## config.mk

```make
export PLATFORM = sky130hd
export DESIGN_NAME = serial_out_flat
export DESIGN_NICKNAME = d
export VERILOG_FILES = /design/src/rtl/minor_pkg.sv /design/src/rtl/serial_out_if.sv /design/src/rtl/serial_out.sv /design/src/flat_wrapper.sv
export SDC_FILE = /design/constraint.sdc
export NUM_CORES = 1
export LEC_CHECK = 0
export CORE_ASPECT_RATIO = 1.2
export CORE_MARGIN = 10
export CORE_UTILIZATION = 42
export DETAILED_ROUTE_END_ITERATION = 10
export SYNTH_ARGS = -nofsm -noshare
export SYNTH_HDL_FRONTEND = slang
export SYNTH_SLANG_ARGS = --single-unit
```

## constraint.sdc

```tcl
create_clock -name CLK -period 16.85 [get_ports CLK]
set_input_delay 1.685 -clock CLK [delete_from_list [all_inputs] [get_ports CLK]]
set_output_delay 1.685 -clock CLK [all_outputs]
set_load 0.02 [all_outputs]
```

## src/rtl/minor_pkg.sv

```systemverilog
// minor_pkg: shared dataset RAM geometry, FSM states and frame framing helper
package minor_pkg;
    localparam int LENGTH       = 16;
    localparam int MAX_FEATURES = 15;
    localparam int DATA_WIDTH   = LENGTH * (MAX_FEATURES + 1);
    localparam int ADDR_WIDTH   = 12;

    typedef enum logic [2:0] {IDLE, FETCH, LOAD, SHIFT, DONE} state_t;

    function automatic logic [8:0] frame_start(input logic [3:0] f);
        return 9'(DATA_WIDTH - LENGTH) - {1'b0, f, 4'b0};
    endfunction
endpackage

```

## src/rtl/serial_out_if.sv

```systemverilog
// serial_out_if: control, RAM read port and serial stream of the transmitter
interface serial_out_if;
    import minor_pkg::*;
    logic                  start;
    logic [ADDR_WIDTH-1:0] num_dp;
    logic [3:0]            feat;
    logic                  rd_en;
    logic [ADDR_WIDTH-1:0] addr;
    logic [DATA_WIDTH-1:0] rd_data;
    logic                  ser;
    logic                  ser_valid;
    logic                  last;
    logic                  busy;
    logic                  done;

    modport master (input start, num_dp, feat, rd_data,
                    output rd_en, addr, ser, ser_valid, last, busy, done);
    modport slave  (output start, num_dp, feat, rd_data,
                    input rd_en, addr, ser, ser_valid, last, busy, done);
endinterface

```

## src/rtl/serial_out.sv

```systemverilog
// serial_out: streams RAM words 0..num_dp out one frame bit per clock
module serial_out
    import minor_pkg::*;
(
    input logic          CLK,
    input logic          RST,
    serial_out_if.master bus
);
    state_t                state, state_n;
    logic [DATA_WIDTH-1:0] sh, pbuf;
    logic [7:0]            i, fs;
    logic [12:0]           k;
    logic [ADDR_WIDTH-1:0] nd, addr_n;
    logic [3:0]            fe;
    logic                  pf, go, more, more2, wend;
    logic                  rd_en_n, ser_n, sv_n, last_n, busy_n, done_n;

    assign fs    = 8'(frame_start(fe));
    assign go    = (state == IDLE || state == DONE) && bus.start;
    assign more  = k < {1'b0, nd};
    assign more2 = k + 13'd1 < {1'b0, nd};
    assign wend  = state == SHIFT && i == 8'd255;

    // next state and next registered outputs; i is the index of the bit now on ser
    always_comb begin
        state_n = state;
        rd_en_n = 1'b0;
        addr_n  = bus.addr;
        ser_n   = 1'b0;
        sv_n    = 1'b0;
        last_n  = 1'b0;
        busy_n  = bus.busy;
        done_n  = bus.done;
        case (state)
            IDLE, DONE: if (bus.start) begin
                state_n = FETCH;
                rd_en_n = 1'b1;
                addr_n  = '0;
                busy_n  = 1'b1;
                done_n  = 1'b0;
            end
            FETCH: state_n = LOAD;
            LOAD: begin
                state_n = SHIFT;
                ser_n   = bus.rd_data[fs];
                sv_n    = 1'b1;
                rd_en_n = more;
                addr_n  = more ? ADDR_WIDTH'(k + 13'd1) : bus.addr;
            end
            SHIFT: if (!wend) begin
                ser_n  = sh[i + 8'd1];
                sv_n   = 1'b1;
                last_n = i == 8'd254 && !more;
            end else if (more) begin
                ser_n   = pbuf[fs];
                sv_n    = 1'b1;
                rd_en_n = more2;
                addr_n  = more2 ? ADDR_WIDTH'(k + 13'd2) : bus.addr;
            end else begin
                state_n = DONE;
                busy_n  = 1'b0;
                done_n  = 1'b1;
            end
            default: state_n = IDLE;
        endcase
    end

    // state and output registers
    always_ff @(posedge CLK) begin
        if (RST) begin
            state         <= IDLE;
            bus.rd_en     <= 1'b0;
            bus.addr      <= '0;
            bus.ser       <= 1'b0;
            bus.ser_valid <= 1'b0;
            bus.last      <= 1'b0;
            bus.busy      <= 1'b0;
            bus.done      <= 1'b0;
        end else begin
            state         <= state_n;
            bus.rd_en     <= rd_en_n;
            bus.addr      <= addr_n;
            bus.ser       <= ser_n;
            bus.ser_valid <= sv_n;
            bus.last      <= last_n;
            bus.busy      <= busy_n;
            bus.done      <= done_n;
        end
    end

    // shift register, prefetch buffer, bit index and word counter
    always_ff @(posedge CLK) begin
        if (RST) begin
            k  <= '0;
            i  <= '0;
            nd <= '0;
            fe <= '0;
            pf <= 1'b0;
        end else begin
            pf <= bus.rd_en;
            if (pf) pbuf <= bus.rd_data;
            if (go) begin
                nd <= bus.num_dp;
                fe <= bus.feat;
                k  <= '0;
            end
            if (state == LOAD) begin
                sh <= bus.rd_data;
                i  <= fs;
            end else if (state == SHIFT) begin
                if (!wend) i <= i + 8'd1;
                else if (more) begin
                    sh <= pbuf;
                    i  <= fs;
                    k  <= k + 13'd1;
                end
            end
        end
    end
endmodule

```

## src/flat_wrapper.sv

```systemverilog
// flat-port wrapper written by rule: the top's interface ports become plain ports
module serial_out_flat import minor_pkg::*;
  (CLK, RST, bus_start, bus_num_dp, bus_feat, bus_rd_data, bus_rd_en, bus_addr, bus_ser, bus_ser_valid, bus_last, bus_busy, bus_done);
  serial_out_if bus_i ();
  input logic CLK;
  input logic RST;
  input wire logic [$bits(bus_i.start)-1:0] bus_start;
  input wire logic [$bits(bus_i.num_dp)-1:0] bus_num_dp;
  input wire logic [$bits(bus_i.feat)-1:0] bus_feat;
  input wire logic [$bits(bus_i.rd_data)-1:0] bus_rd_data;
  output wire logic [$bits(bus_i.rd_en)-1:0] bus_rd_en;
  output wire logic [$bits(bus_i.addr)-1:0] bus_addr;
  output wire logic [$bits(bus_i.ser)-1:0] bus_ser;
  output wire logic [$bits(bus_i.ser_valid)-1:0] bus_ser_valid;
  output wire logic [$bits(bus_i.last)-1:0] bus_last;
  output wire logic [$bits(bus_i.busy)-1:0] bus_busy;
  output wire logic [$bits(bus_i.done)-1:0] bus_done;
  assign bus_i.start = bus_start;
  assign bus_i.num_dp = bus_num_dp;
  assign bus_i.feat = bus_feat;
  assign bus_i.rd_data = bus_rd_data;
  assign bus_rd_en = bus_i.rd_en;
  assign bus_addr = bus_i.addr;
  assign bus_ser = bus_i.ser;
  assign bus_ser_valid = bus_i.ser_valid;
  assign bus_last = bus_i.last;
  assign bus_busy = bus_i.busy;
  assign bus_done = bus_i.done;
  serial_out u_core (.CLK(CLK), .RST(RST), .bus(bus_i));
endmodule
```

# After elaboration in Yosys (flattened, before gate mapping)
# Cells that the tools add are included.
# totals
out_inout_bits	18
word_cells	104
regBits	571
input_bits	275
# classes
addsub	4
n_lt_le_gt_ge	4
muxes	47
bitwise_logic	2
reduce_logical	19
n_eq_ne	13
# ops
op	count
$mux 256	4
$mux 13	5
$mux 12	5
$pmux 12 s3	1
$mux 8	4
$lt 13x12->1	2
$bmux 1 s8	3
$lt 8x9->1 const B	2
$eq 8x8->1 const B	2
$mux 1	16
$add 13x1->13 const B	1
$add 12x2->12 const B	1
$pmux 3 s4	1
$mux 3	3
$add 8x1->8 const B	1
$ne 2x1->1 const B	4
$pmux 1 s2	4
$reduce_and 4->1	2
$reduce_bool 2->1	4
$sub 8x8->8 const A	1
$eq 3x2->1 const B	2
$reduce_and 6->1	1
$ne 2x2->1 const B	2
$reduce_and 2->1	2
other kinds (13)	16

# Depth between registers and ports, before layout
# Gate-level depths: netlist of the first run.
# depth
ltp_word	8
mapped_depth	17
ltp_nobuf	13

# Worst setup path before layout of the first run
# No wires, ideal clock.
# synth_path
path_type	input -> register
startpoint	input RST
endpoint	register u_core.sh[0] (enable)
setup_ns	0.959
path_slack_ns	1.350
required_time_ns	15.891
path_buffers	3
path_stages	4
t_arrival_ns	14.541
cell_sequence	clkbuf_1 > clkbuf_1 > clkbuf_1 > a21oi_1
# synth_via
elab_chain_cells	2
# synth_lines
element	line_no	source
from (decl)	flat_wrapper.sv:6	input logic RST;
$not 1->1 (no line)	n/a	
$reduce_and 4->1 (no line)	n/a	
to (signal assigned)	serial_out.sv:108	sh <= bus.rd_data;
to (signal assigned)	serial_out.sv:113	sh <= pbuf;
to (decl)	serial_out.sv:10	logic [DATA_WIDTH-1:0] sh, pbuf;
# No other way between the ends.
# A chain may end at the register's enable or synchronous reset.

# Final worst setup path of the first run
# layout_path
startpoint	register u_core.i[0]
endpoint	register u_core.sh[197] (enable)
# layout_via
elab_chain_cells	4
# layout_lines
element	line_no	source
from (decl)	serial_out.sv:11	logic [7:0] i, fs;
from (signal assigned)	serial_out.sv:109	i <= fs;
from (signal assigned)	serial_out.sv:111	if (!wend) i <= i + 8'd1;
from (signal assigned)	serial_out.sv:114	i <= fs;
$eq 8x8->1	serial_out.sv:22	assign wend = state == SHIFT && i == 8'd255;
$logic_and 1x1->1	serial_out.sv:22	
$reduce_bool 2->1 (no line)	n/a	
$reduce_and 4->1 (no line)	n/a	
# No other way between the ends.

==> flow_summary.ini, run 1 <==
[timing]
fin_skew_ns = 0.0241
drv_slew = 0
tns_ns = 0
hold_ws_ns = 0.466
layout_setup_ws_ns = 11.91
tightest_slew_ns = 1.28
max_slew_margin_pct = 14.4
finalSetupViolCount = 0
fin_crit_ns = 4.94
finalHoldViolCount = 0
fmax_mhz = 202
rsz0062_at_grt = false
fin_crit_sh_pct = 29.3

[clock_network]
cts_resized = 0
htreeDepth = 2
cts_sinks = 571
cts_tree = built
cts-buffers-inserted = 57
cts_setup_buffers = 0
clk_path_buf_depth = 3
clk_latency_ns = 0.62
cts_hold_buf = 0
clkSlewWorstSetupHoldPaths_ns = 0.06
cts-root-buf = clkbuf_16

[logic_synthesis]
ys_async_sr_fraction_pct = 0
synth_common_cells = nand2_1, edfxtp_1, clkbuf_1
yosysSeqAreaShare_pct = 67.6
synth_nets = 2265
synth_top_area_share_pct = 62.8
yosysWarnings = 0
synth_cells = 1964
ys_top_cells_by_area = edfxtp_1, nand2_1, mux4_2
post-synth-top-count-cell = nand2_1
syn_area_per_cell_um2 = 12.5
synth_ff_type = edfxtp_1
synth-seq-cells = 571
synth_area_leader_cell = edfxtp_1
synth_area_mm2 = 0.0245
synth-edff-count = 512
synth_cell_types = 62

[power]
power_mw = 3.11
comb_power_share_pct = 9.3
clockPowerShare_pct = 38.5
power.density_mw_per_mm2 = 105
p_switching_uw = 721
peakVddDrop_mv = 0.0798
switching_share_pct = 23.2
p_seq_share_pct = 52.1
p_int_mw = 2.39
p_leak_nw = 10.9

[placement]
numPlacedInstances = 2894
globalplace.congestion = 0.842
portBuffers = 292
post-place-ws_ns = 11.98
placed_area_mm2 = 0.0280
dp_hpwl_mm = 44.6

[routing]
final_antenna_net_count = 0
first_pass_iters = 5
drt_wl_total_mm = 65.4
first_iter_violations = 1327
viasPerCell = 5.23
remaining_drc_errors = 0
num_vias = 15679
wire_per_inst_um = 21.8

[hold_path]
hold_start = u_core.nd[6]
hp-class = flop to flop
whs_path_depth = 2
hold-path-endpoint = u_core.nd[6]

[worst_setup_path]
cp-start-kind = flop
cp_cell_sequence = buf_4 > ha_1 > and3_1 > nand3_1 > a211o_1 > a21oi_4 > buf_12
crit_required_ns = 17.07
cp_slowest_stage_delay_ns = 0.77
crit_type = flop to flop
end_kind = flop
critPathArrivalTime_ns = 5.16
cp_slowest_cell = buf_4
critPathMaxFanout = 191
rrSetupSlack_ns = 11.91
r2r-start = u_core.i[0]
startpoint = u_core.i[0]
worst-r2r-cell-count = 7
reg2reg_to = u_core.sh[197]

[grt]
antenna_found_initial = 12
grt.total_usage_pct = 18.9
grt_pass1_vias = 16071
grt_max_degree = 192
grt_overflow = 0
grt_pass1_wl_mm = 99.2

[layout]
utilization_pct = 51.8
synthToLayoutAreaGrowth_pct = 21.5
stdcell_area_mm2 = 0.0297
layout.nets = 2519
finalNonFillerCells = 3000
drive_gt1_share_pct = 8.19

[floorplan]
die_area_mm2 = 0.0684
rows = 96
die_x_um = 240
coreArea_mm2 = 0.0574
pin_count = 293
initial_core_util_pct = 42.6
die_h_um = 284

[flow_run]
drv_cap = 0

[status]
status = finished clean
## area by class of cell
type	instances	area, µm²
multi-input combinational	1266	7390
tap	735	920
fill	4926	27700
clock buffer	71	1500
antenna	5	12.5
inverter	14	52.6
timing repair buffer	308	3060
sequential	571	16600
clock inverter	30	236
## cells in the final DEF, fill, tap and decap left out, types with 14 or more instances in the layout
cell type / instances
ha_1: 25
mux2i_1: 18
nand3_1: 31
mux4_2: 70
a21oi_1: 54
nand2_1: 849
clkdlybuf4s50_1: 291
o21ai_0: 19
dfxtp_1: 58
clkbuf_16: 58
xnor2_1: 15
edfxtp_1: 512
inv_1: 14
nor2_1: 29
buf_4: 14
nand4_1: 14
## power groups by stage
stage	Combinational, mW	Clock (mW)	Sequential [mW]
6_report	0.289	1.20	1.62
3_3_place_gp	0.288	0	1.65
4_1_cts	0.294	1.23	1.62
5_1_grt	0.320	1.28	1.62
2_1_floorplan	0.159	0	1.66
3_5_place_dp	0.292	0	1.65
## per-layer routing
| metal | routed length (µm) | vias up | share of wire (%) | global-route usage, % |
|---|---|---|---|---|
| li1 | - | 7449 | - | - |
| met1 | 26900 | 7633 | 41 | 24.0 |
| met2 | 32600 | 486 | 50 | 31.7 |
| met3 | 4400 | 97 | 6.7 | 4.51 |
| met4 | 1430 | 14 | 2.2 | 5.32 |
| met5 | 85 | - | 0.13 | 0 |
## cell families (layout without fill, tap and decap cells)
| kind of cell | after synthesis | in the layout | share of synthesized area (%) |
|---|---|---|---|
| xor gates and xnor gates | 28 | 28 | 1.06 |
| DFF | 571 | 571 | 67.6 |
| other | 0 | 5 | 0 |
| and+or+nand+nor | 986 | 986 | 16.1 |
| buffers and inverters | 127 | 423 | 2.46 |
| adders and majority gates | 26 | 26 | 1.33 |
| muxes | 97 | 97 | 8.02 |
| AOI/OAI and AO/OA | 129 | 129 | 3.42 |
## sequential cells by signal, indices dropped and copies added, names as in the netlist, 3 cells and up
register and count:
u_core.fe 4, u_core.pbuf 256, u_core.i 8, u_core.bus.addr 12
u_core.state 3, u_core.k 13, u_core.sh 256, u_core.nd 12
## how the worst max path moves through the flow
| stage | endpoint | slack (ns) | cells after the start |
|---|---|---|---|
| final | u_core.sh[197] | 11.91 | 7 |
| after global routing | u_core.sh[146] | 11.60 | 7 |
| after CTS | u_core.sh[108] | 11.97 | 7 |
| after detailed placement | u_core.sh[69] | 11.98 | 7 |
| after global placement | u_core.sh[72] | 12.13 | 7 |
| after floorplan | u_core.sh[0] | 1.35 | 4 |
## critical path, delay by kind of cell, from the launching register on
kind / cells / cell delay (ns)
adder cells (fa/ha/maj): 1 / 0.72
buffers and inverters: 2 / 1.31
AND/OR/NAND/NOR: 2 / 0.59
AO/OA/AOI/OAI: 2 / 0.79
flip-flops: 1 / 0.67
Note: power is estimated with default switching activity, not from simulation.
==> run 2: changes to the inputs <==
--- a/config.mk
+++ b/config.mk
@@ -9,6 +9,7 @@
 export CORE_MARGIN = 10
 export CORE_UTILIZATION = 42
 export DETAILED_ROUTE_END_ITERATION = 10
+export PLACE_DENSITY = 0.65
 export SYNTH_ARGS = -nofsm -noshare
 export SYNTH_HDL_FRONTEND = slang
 export SYNTH_SLANG_ARGS = --single-unit
==> constraint.sdc (replaced) <==
create_clock -name CLK -period 4.25 [get_ports CLK]
set_input_delay 0.425 -clock CLK [delete_from_list [all_inputs] [get_ports CLK]]
set_output_delay 0.425 -clock CLK [all_outputs]
set_load 0.02 [all_outputs]
==> flow_summary.ini, run 2 (synthesized netlist as in run 1, its figures left out) <==
[clock_network]
clkSlewWorstSetupHoldPaths_ns = 0.06
cts_hold_buf = 0
htreeDepth = 2
cts_setup_buffers = 0
clk_latency_ns = 0.62
cts_sinks = 571
cts_tree = built
cts-root-buf = clkbuf_16
cts-buffers-inserted = 56
cts_resized = 0
clk_path_buf_depth = 3

[power]
p_switching_mw = 2.90
p_int_mw = 9.91
p_seq_share_pct = 50.1
p_leak_nw = 11.0
power.density_mw_per_mm2 = 426
switching_share_pct = 22.6
peakVddDrop_mv = 0.315
comb_power_share_pct = 9.2
clockPowerShare_pct = 40.7

[worst_setup_path]
end_kind = flop
path_delay_family = compound AO/OA/AOI/OAI gates
cp_slowest_stage_delay_ns = 0.65
cp_cell_sequence = ha_1 > and3_1 > nand3_2 > a211o_1 > a21oi_4 > buf_12
crit_required_ns = 4.51
critical_path_buf_inv_count = 1
cp-start-kind = flop
cp_slowest_cell = ha_1
crit_type = flop to flop
critPathMaxFanout = 118
critPathArrivalTime_ns = 3.84

[layout]
finalNonFillerCells = 3012
drive_gt1_share_pct = 8.98
final-seq-area_mm2 = 0.0166
layout_common_cells = nand2_1, edfxtp_1, clkdlybuf4s50_1
reg.largest.list = u_core.pbuf (256), u_core.sh (256), u_core.k (13)
layout.nets = 2525
final_common_cell = nand2_1
synthToLayoutAreaGrowth_pct = 22.8
nFillCells = 4841
multi_input_area_mm2 = 0.00742

[grt]
grt_pass1_vias = 16113
antenna_found_initial = 15
grt.total_usage_pct = 18.8
grt_overflow = 0
grt_pass1_wl_mm = 98.7
grt_max_degree = 207

[placement]
numPlacedInstances = 2901
globalplace.congestion = 0.837
dp_hpwl_mm = 44.2
portBuffers = 292

[routing]
num_vias = 15639
remaining_drc_errors = 0
first_pass_iters = 5
final_antenna_net_count = 0
drt_wl_total_mm = 64.5
viasPerCell = 5.19
wire_per_inst_um = 21.4
first_iter_violations = 1261

[hold_path]
hp-class = input pin to flop

[floorplan]
die_h_um = 284
die_area_mm2 = 0.0684
coreArea_mm2 = 0.0574
rows = 96
die_x_um = 240
initial_core_util_pct = 42.6
pin_count = 293

[timing]
tightest_slew_ns = 1.24
fmax_mhz = 279
fin_crit_ns = 3.59
hold_ws_ns = 0.329
fin_crit_sh_pct = 84.4
fin_skew_ns = 0.0438
drv_slew = 0
finalHoldViolCount = 0
rsz0062_at_grt = false
finalSetupViolCount = 0
max_slew_margin_pct = 17.5

[flow_run]
drv_cap = 0

[status]
status = finished clean
[run 2: cell count changes in the layout (fill, tap and decap cells not counted), sizes merged]
cell      change
bufinv        +8
buf           +7
clkinvlp      -3
inv           +1
clkinv        -1
[run 2: area by class of cell]
cell class                      count  share of cell area (%)
Clock buffer                       71                    4.85
Clock inverter                     35                    1.57
Inverter                           14                   0.175
Antenna cell                        5                  0.0416
Timing Repair Buffer              315                    10.5
Multi-Input combinational cell   1266                    24.7
Tap cell                          735                    3.06
Sequential cell                   571                    55.1
[run 2: path summary, 6_finish.rpt]
check | cells past startpoint | endpoint | slack [ns] | start
setup / recovery | 6 | u_core.sh[223] | 0.66 | u_core.i[1]
hold / removal | 2 | u_core.bus.busy | 0.33 | RST
hold reg to reg | 2 | u_core.nd[8] | 0.46 | u_core.nd[8]
setup reg to reg | 6 | u_core.sh[223] | 0.66 | u_core.i[1]
[run 2: routing by layer]
layer	share of wire, %	up-vias	wire (µm)	track usage [%]
met3	5.8	89	3740	3.94
li1	-	7463	-	-
met1	42	7614	27000	24.5
met2	50	453	32400	31.3
met4	1.9	20	1230	4.99
met5	0.24	-	155	0
[run 2: power groups by stage]
| stage | Sequential, mW | Clock (mW) | Combinational, mW |
|---|---|---|---|
| 4_1_cts | 6.41 | 5.32 | 1.20 |
| 6_report | 6.41 | 5.21 | 1.18 |
| 3_5_place_dp | 6.53 | 0 | 1.20 |
| 3_3_place_gp | 6.52 | 0 | 1.18 |
| 2_1_floorplan | 6.52 | 0 | 0.637 |
| 5_1_grt | 6.42 | 5.54 | 1.30 |
[run 2: stage by stage]
step	power (mW)	cell area, µm²	setup slack, ns	TNS [ns]	util [%]
after CTS	12.9	30000	0.672	0	52.3
final	12.8	30100	0.664	0	52.4
after global routing	13.3	30100	0.489	0	52.4
after floorplan	7.16	24600	-2.11	-710.40	-
after detailed placement	7.72	28100	0.697	0	49.0
after global placement	7.70	28100	0.780	0	49.0
==> run 3: changes to the inputs <==
==> constraint.sdc (replaced) <==
create_clock -name CLK -period 3.1 [get_ports CLK]
set_input_delay 0.31 -clock CLK [delete_from_list [all_inputs] [get_ports CLK]]
set_output_delay 0.31 -clock CLK [all_outputs]
set_load 0.02 [all_outputs]
==> flow_summary.ini, run 3 (synthesized netlist as in run 1, its figures left out) <==
[status]
status = finished clean

[timing]
max_slew_margin_pct = 47.4
finalHoldViolCount = 0
rsz0062_at_grt = false
fmax_mhz = 340
drv_slew = 0
fin_skew_ns = 0.0217
finalSetupViolCount = 0
layout_setup_ws_ns = 0.159
fin_crit_ns = 2.94
tightest_slew_ns = 0.789
fin_crit_sh_pct = 94.9

[worst_setup_path]
crit_type = flop to flop
rrSetupSlack_ns = 0.16
path_delay_family = compound AO/OA/AOI/OAI gates
end_kind = flop
reg2reg_to = u_core.bus.addr[1]
cp-start-kind = flop
critPathArrivalTime_ns = 3.48
cp_slowest_cell = or4_1
crit_required_ns = 3.64
cp_slowest_stage_delay_ns = 0.55
critPathMaxFanout = 6
cp_cell_sequence = ha_1 > buf_4 > xor2_1 > ha_1 > o21a_1 > o21a_1 > o21a_1 > o31ai_4 > a41oi_4 > or4_1 > o21ai_1
critical_path_buf_inv_count = 1
worst-r2r-cell-count = 11
r2r-start = u_core.k[0]
crit_top_cell = o21a_1

[routing]
num_vias = 15955
wire_per_inst_um = 21.3
remaining_drc_errors = 0
final_antenna_net_count = 0
first_pass_iters = 5
drt_wl_total_mm = 65.1
viasPerCell = 5.21
first_iter_violations = 1263

[placement]
portBuffers = 292
globalplace.congestion = 0.860
post-place-ws_ns = -0.0200
dp_hpwl_mm = 46.0

[hold_path]
hp-class = input pin to flop
whs_path_depth = 2
hold-path-endpoint = u_core.i[4]
hold_start = RST

[grt]
grt_overflow = 0
grt.total_usage_pct = 18.9
antenna_found_initial = 12
grt_pass1_wl_mm = 99.5
grt_max_degree = 135
grt_pass1_vias = 16500

[power]
power_mw = 17.3
power.density_mw_per_mm2 = 565
p_leak_nw = 11.3
peakVddDrop_mv = 0.387

[clock_network]
cts_tree = built
htreeDepth = 2
clkSlewWorstSetupHoldPaths_ns = 0.07
cts-buffers-inserted = 57
cts-root-buf = clkbuf_16
clk_latency_ns = 0.62
clk_path_buf_depth = 3
cts_sinks = 571

[layout]
synthToLayoutAreaGrowth_pct = 24.9
final_common_cell = nand2_1
reg.largest.list = u_core.pbuf (256), u_core.sh (256), u_core.k (13)
layout_common_cells = nand2_1, edfxtp_1, clkdlybuf4s50_1
nFillCells = 4837
drive_gt1_share_pct = 11.2
layout.nets = 2578

[floorplan]
rows = 96
die_area_mm2 = 0.0684
die_x_um = 240
initial_core_util_pct = 42.6
pin_count = 293
coreArea_mm2 = 0.0574
die_h_um = 284

[flow_run]
drv_cap = 0
run 3: cell types whose count changed in the layout (fill, tap and decap cells not counted), sizes merged:
| cell | change |
|---|---|
| buf | +52 |
| bufinv | -4 |
| clkbuf | -3 |
| clkinv | +8 |
| clkinvlp | +2 |
| diode | -2 |
| inv | -2 |
run 3: power by group:
group	internal (mW)	switching [mW]
sequential	8.69	0.0888
clock	3.91	2.91
combinational	0.747	0.931
total	13.3	3.93
run 3: area by class of cell:
| type | count | area, µm² | share of cell area, % |
|---|---|---|---|
| multi-input combinational | 1266 | 7460 | 24.4 |
| inverter | 14 | 52.6 | 0.172 |
| tap | 735 | 920 | 3.01 |
| clock buffer | 68 | 1490 | 4.87 |
| clock inverter | 39 | 347 | 1.13 |
| antenna | 3 | 7.51 | 0.0246 |
| sequential | 571 | 16600 | 54.2 |
| timing repair buffer | 367 | 3720 | 12.2 |
run 3: worst max path at each step:
| stage | start | to | slack, ns | cells past startpoint |
|---|---|---|---|---|
| after global routing | u_core.i[0] | u_core.bus.ser | 0.02 | 9 |
| after detailed placement | u_core.k[1] | u_core.bus.addr[1] | -0.02 | 11 |
| after global placement | u_core.k[1] | u_core.bus.addr[1] | -0.0007 | 11 |
| after CTS | u_core.i[0] | u_core.bus.ser | 0.002 | 9 |
| final | u_core.k[0] | u_core.bus.addr[1] | 0.16 | 11 |
| after floorplan | u_core.i[3] | u_core.sh[0] | -3.26 | 8 |
run 3: per-stage QoR:
| stage | TNS [ns] | area, µm² | instances | hold slack [ns] | utilization [%] |
|---|---|---|---|---|---|
| after floorplan | -1269.76 | 24600 | 1964 | 0.409 | - |
| after global placement | -0.000664 | 28700 | 2952 | 0.445 | 49.9 |
| after detailed placement | -0.0200 | 28700 | 2952 | 0.449 | 49.9 |
| after CTS | 0 | 30500 | 3059 | 0.101 | 53.1 |
| after global routing | 0 | 30600 | 3063 | 0.153 | 53.2 |
| final | 0 | 30600 | 3063 | 0.127 | 53.2 |
run 3: repair_timing:
item                       CTS  global route
resized for setup            1             9
setup endpoints to repair    1            13
hold endpoints to repair     0             0
setup buffers                0             1
hold buffers                 0             0
pin swaps                    1             4
run 3: worst register-to-register path: stages, from the launching register on:
cell and delay [ns]:
dfxtp_1 0.34, ha_1 0.23, buf_4 0.14, xor2_1 0.27, ha_1 0.29, o21a_1 0.11
o21a_1 0.17, o21a_1 0.21, o31ai_4 0.29, a41oi_4 0.20, or4_1 0.55, o21ai_1 0.09
run 3: layer usage:
layer / share of wire [%] / global-route usage, % / vias up
li1: - / - / 7563
met1: 41 / 24.1 / 7811
met2: 51 / 32.1 / 480
met3: 6.4 / 4.00 / 85
met4: 1.8 / 4.81 / 16
met5: 0.18 / 0 / -
==> edit: new RTL, config.mk and constraints of run 1 <==
Re-encode `state_t` (5 states) as Gray code, 3 bits wide.
--- a/src/rtl/minor_pkg.sv
+++ b/src/rtl/minor_pkg.sv
@@ -5,7 +5,7 @@
     localparam int DATA_WIDTH   = LENGTH * (MAX_FEATURES + 1);
     localparam int ADDR_WIDTH   = 12;
 
-    typedef enum logic [2:0] {IDLE, FETCH, LOAD, SHIFT, DONE} state_t;
+    typedef enum logic [2:0] {IDLE = 3'b000, FETCH = 3'b001, LOAD = 3'b011, SHIFT = 3'b010, DONE = 3'b110} state_t;
 
     function automatic logic [8:0] frame_start(input logic [3:0] f);
         return 9'(DATA_WIDTH - LENGTH) - {1'b0, f, 4'b0};
Function: same outputs for any inputs over 4 cycles, from zero or initial values and one cycle with RST high; so few cycles prove little.
==> edit against run 1 <==
Cell area is 0.58% higher. Routed wire length is 9.8% lower. Utilization is 0.52 points higher. First-iteration DRC count is 35% lower. Largest power group unchanged. Synthesized area is 1.1% lower. Fmax is 6.8% lower. Critical path type unchanged. Worst setup slack worse by 360 ps. Sequential cell count stayed put. Clock power is 12% higher. Largest cell class unchanged. Synthesized cell count is 27% lower. Count of clock-buffer cells in the layout is 4 higher. Total power is 1.3% higher. Die area is 1.0% lower.
==> edit: results (changes against run 1) <==
clk_skew 34.41 ps (+10.34 ps); Iter 0 DRT Violations 869 (-35%); Hold Slack 456.2 ps (-9.516 ps); placed cell count 2397 (-17%); syn_nets 1735 (-23%); post-synthesis xor/xnor area fraction 1.039% (-0.024 points); peak supply drop 0.00007361 V (-7.8%); most common cell in the netlist edfxtp_1; CTS clk-pin slew, worst paths 60 ps (about the same); Layout fillers 4694 (-4.7%); Worst slew margin 13.32% (-1.0 points); DR vias/cell 5.354 (+2.4%); post-place setup slack 11490 ps (-485.2 ps); end point of the critical path u_core.sh[186]; Top Usage Layer GRT met2; Area Overhead vs Synth 23.55%; CP max stage delay 770 ps (about the same); wl on met1 24350 µm (-9.5%); CTS Buf Count 58 (+1.8%); Synth Area in Compound Gates 3.391% (-0.034 points); PnR worst setup slack 11550 ps (-357.5 ps); clock latency on the worst-skew pair 640 ps (+20 ps); DP Wirelength 40500 µm (-9.2%); Crit Path Max Fanout 71 (-63%); met3 WL 2831 µm (-36%); Sw Share 21.34% (-1.8 points); metal2 WL 30330 µm (-7.0%); critical path arrival 5530 ps (+370 ps); outcome completed; area of placed instances 0.02790 mm² (-0.32%); Seq/Total Area, Yosys 68.39% (+0.76 points); first-pass GRT wire length 89120 µm (-10%); met2 usage 29.39% (-2.3 points); RD Place Congestion 0.8389 (-0.31%); initial antenna violation count 7 (-5); hold wc startpoint u_core.nd[8]; LEAKAGE 0.009798 µW (-9.8%); commonest cells in the netlist 512 x edfxtp_1, 256 x mux2_2, 99 x nand2_1, 72 x mux4_2, 60 x a21oi_1; largest net degree at the start of global routing 186 (-3.1%); Synth Instances 1434 (-27%); M1 GR Usage 21.47% (-2.6 points); adder-cell share of the synthesized area 1.385% (+0.056 points); GRT Total Usage 17.26% (-1.7 points); R2R Setup Slk 11550 ps (-360 ps); fraction of layout cells with a size suffix above 1 25.62% (+17 points); Nets 2024 (-20%); Min-Delay Endpoint u_core.nd[8]; vias in the first global route 14199 (-12%); grt met3 use 3.662% (-0.85 points); cell family with most CP delay simple AND/OR/NAND/NOR gates; wire per inst 23.51 µm (+7.8%); mux cell area share after synthesis 19.48% (+11 points); synth top area cells edfxtp_1 64%, mux2_2 12%, mux4_2 6.7%; drt total wl 59020 µm (-9.8%); Cell variety after synth 61 (-1.6%)
-- edit: changes by cell type after synthesis, sizes merged, moves of 5 or more --
cell,before,now
o21ai,22,14
nor2,31,39
mux2,2,256
clkbuf,81,50
and2,11,6
mux4,77,72
a21oi,55,60
nand2,850,99
-- edit: worst reg2reg max path, delay by kind of cell (launching register included) --
kind	cells	cell delay [ps]
simple gates	3	1640
compound gates	1	390
flops	1	710
fa+ha+maj	1	550
buf+inv	2	1570
-- edit: power by group through the flow --
stage	combinational, µW	clock [µW]	sequential [µW]
after floorplan	122	0	1610
after global placement	237	0	1610
after detailed placement	239	0	1610
after CTS	240	1370	1580
after global routing	254	1430	1580
final	235	1340	1580
-- edit: area by class of cell --
type                       instances  area share [%]
tap                              735           3.075
antenna                            3         0.02510
clock buffer                      75           5.238
inverter                          15          0.1883
multi-input combinational        766           24.39
sequential                       571           55.37
timing repair buffer             311           10.30
clock inverter                    34           1.410
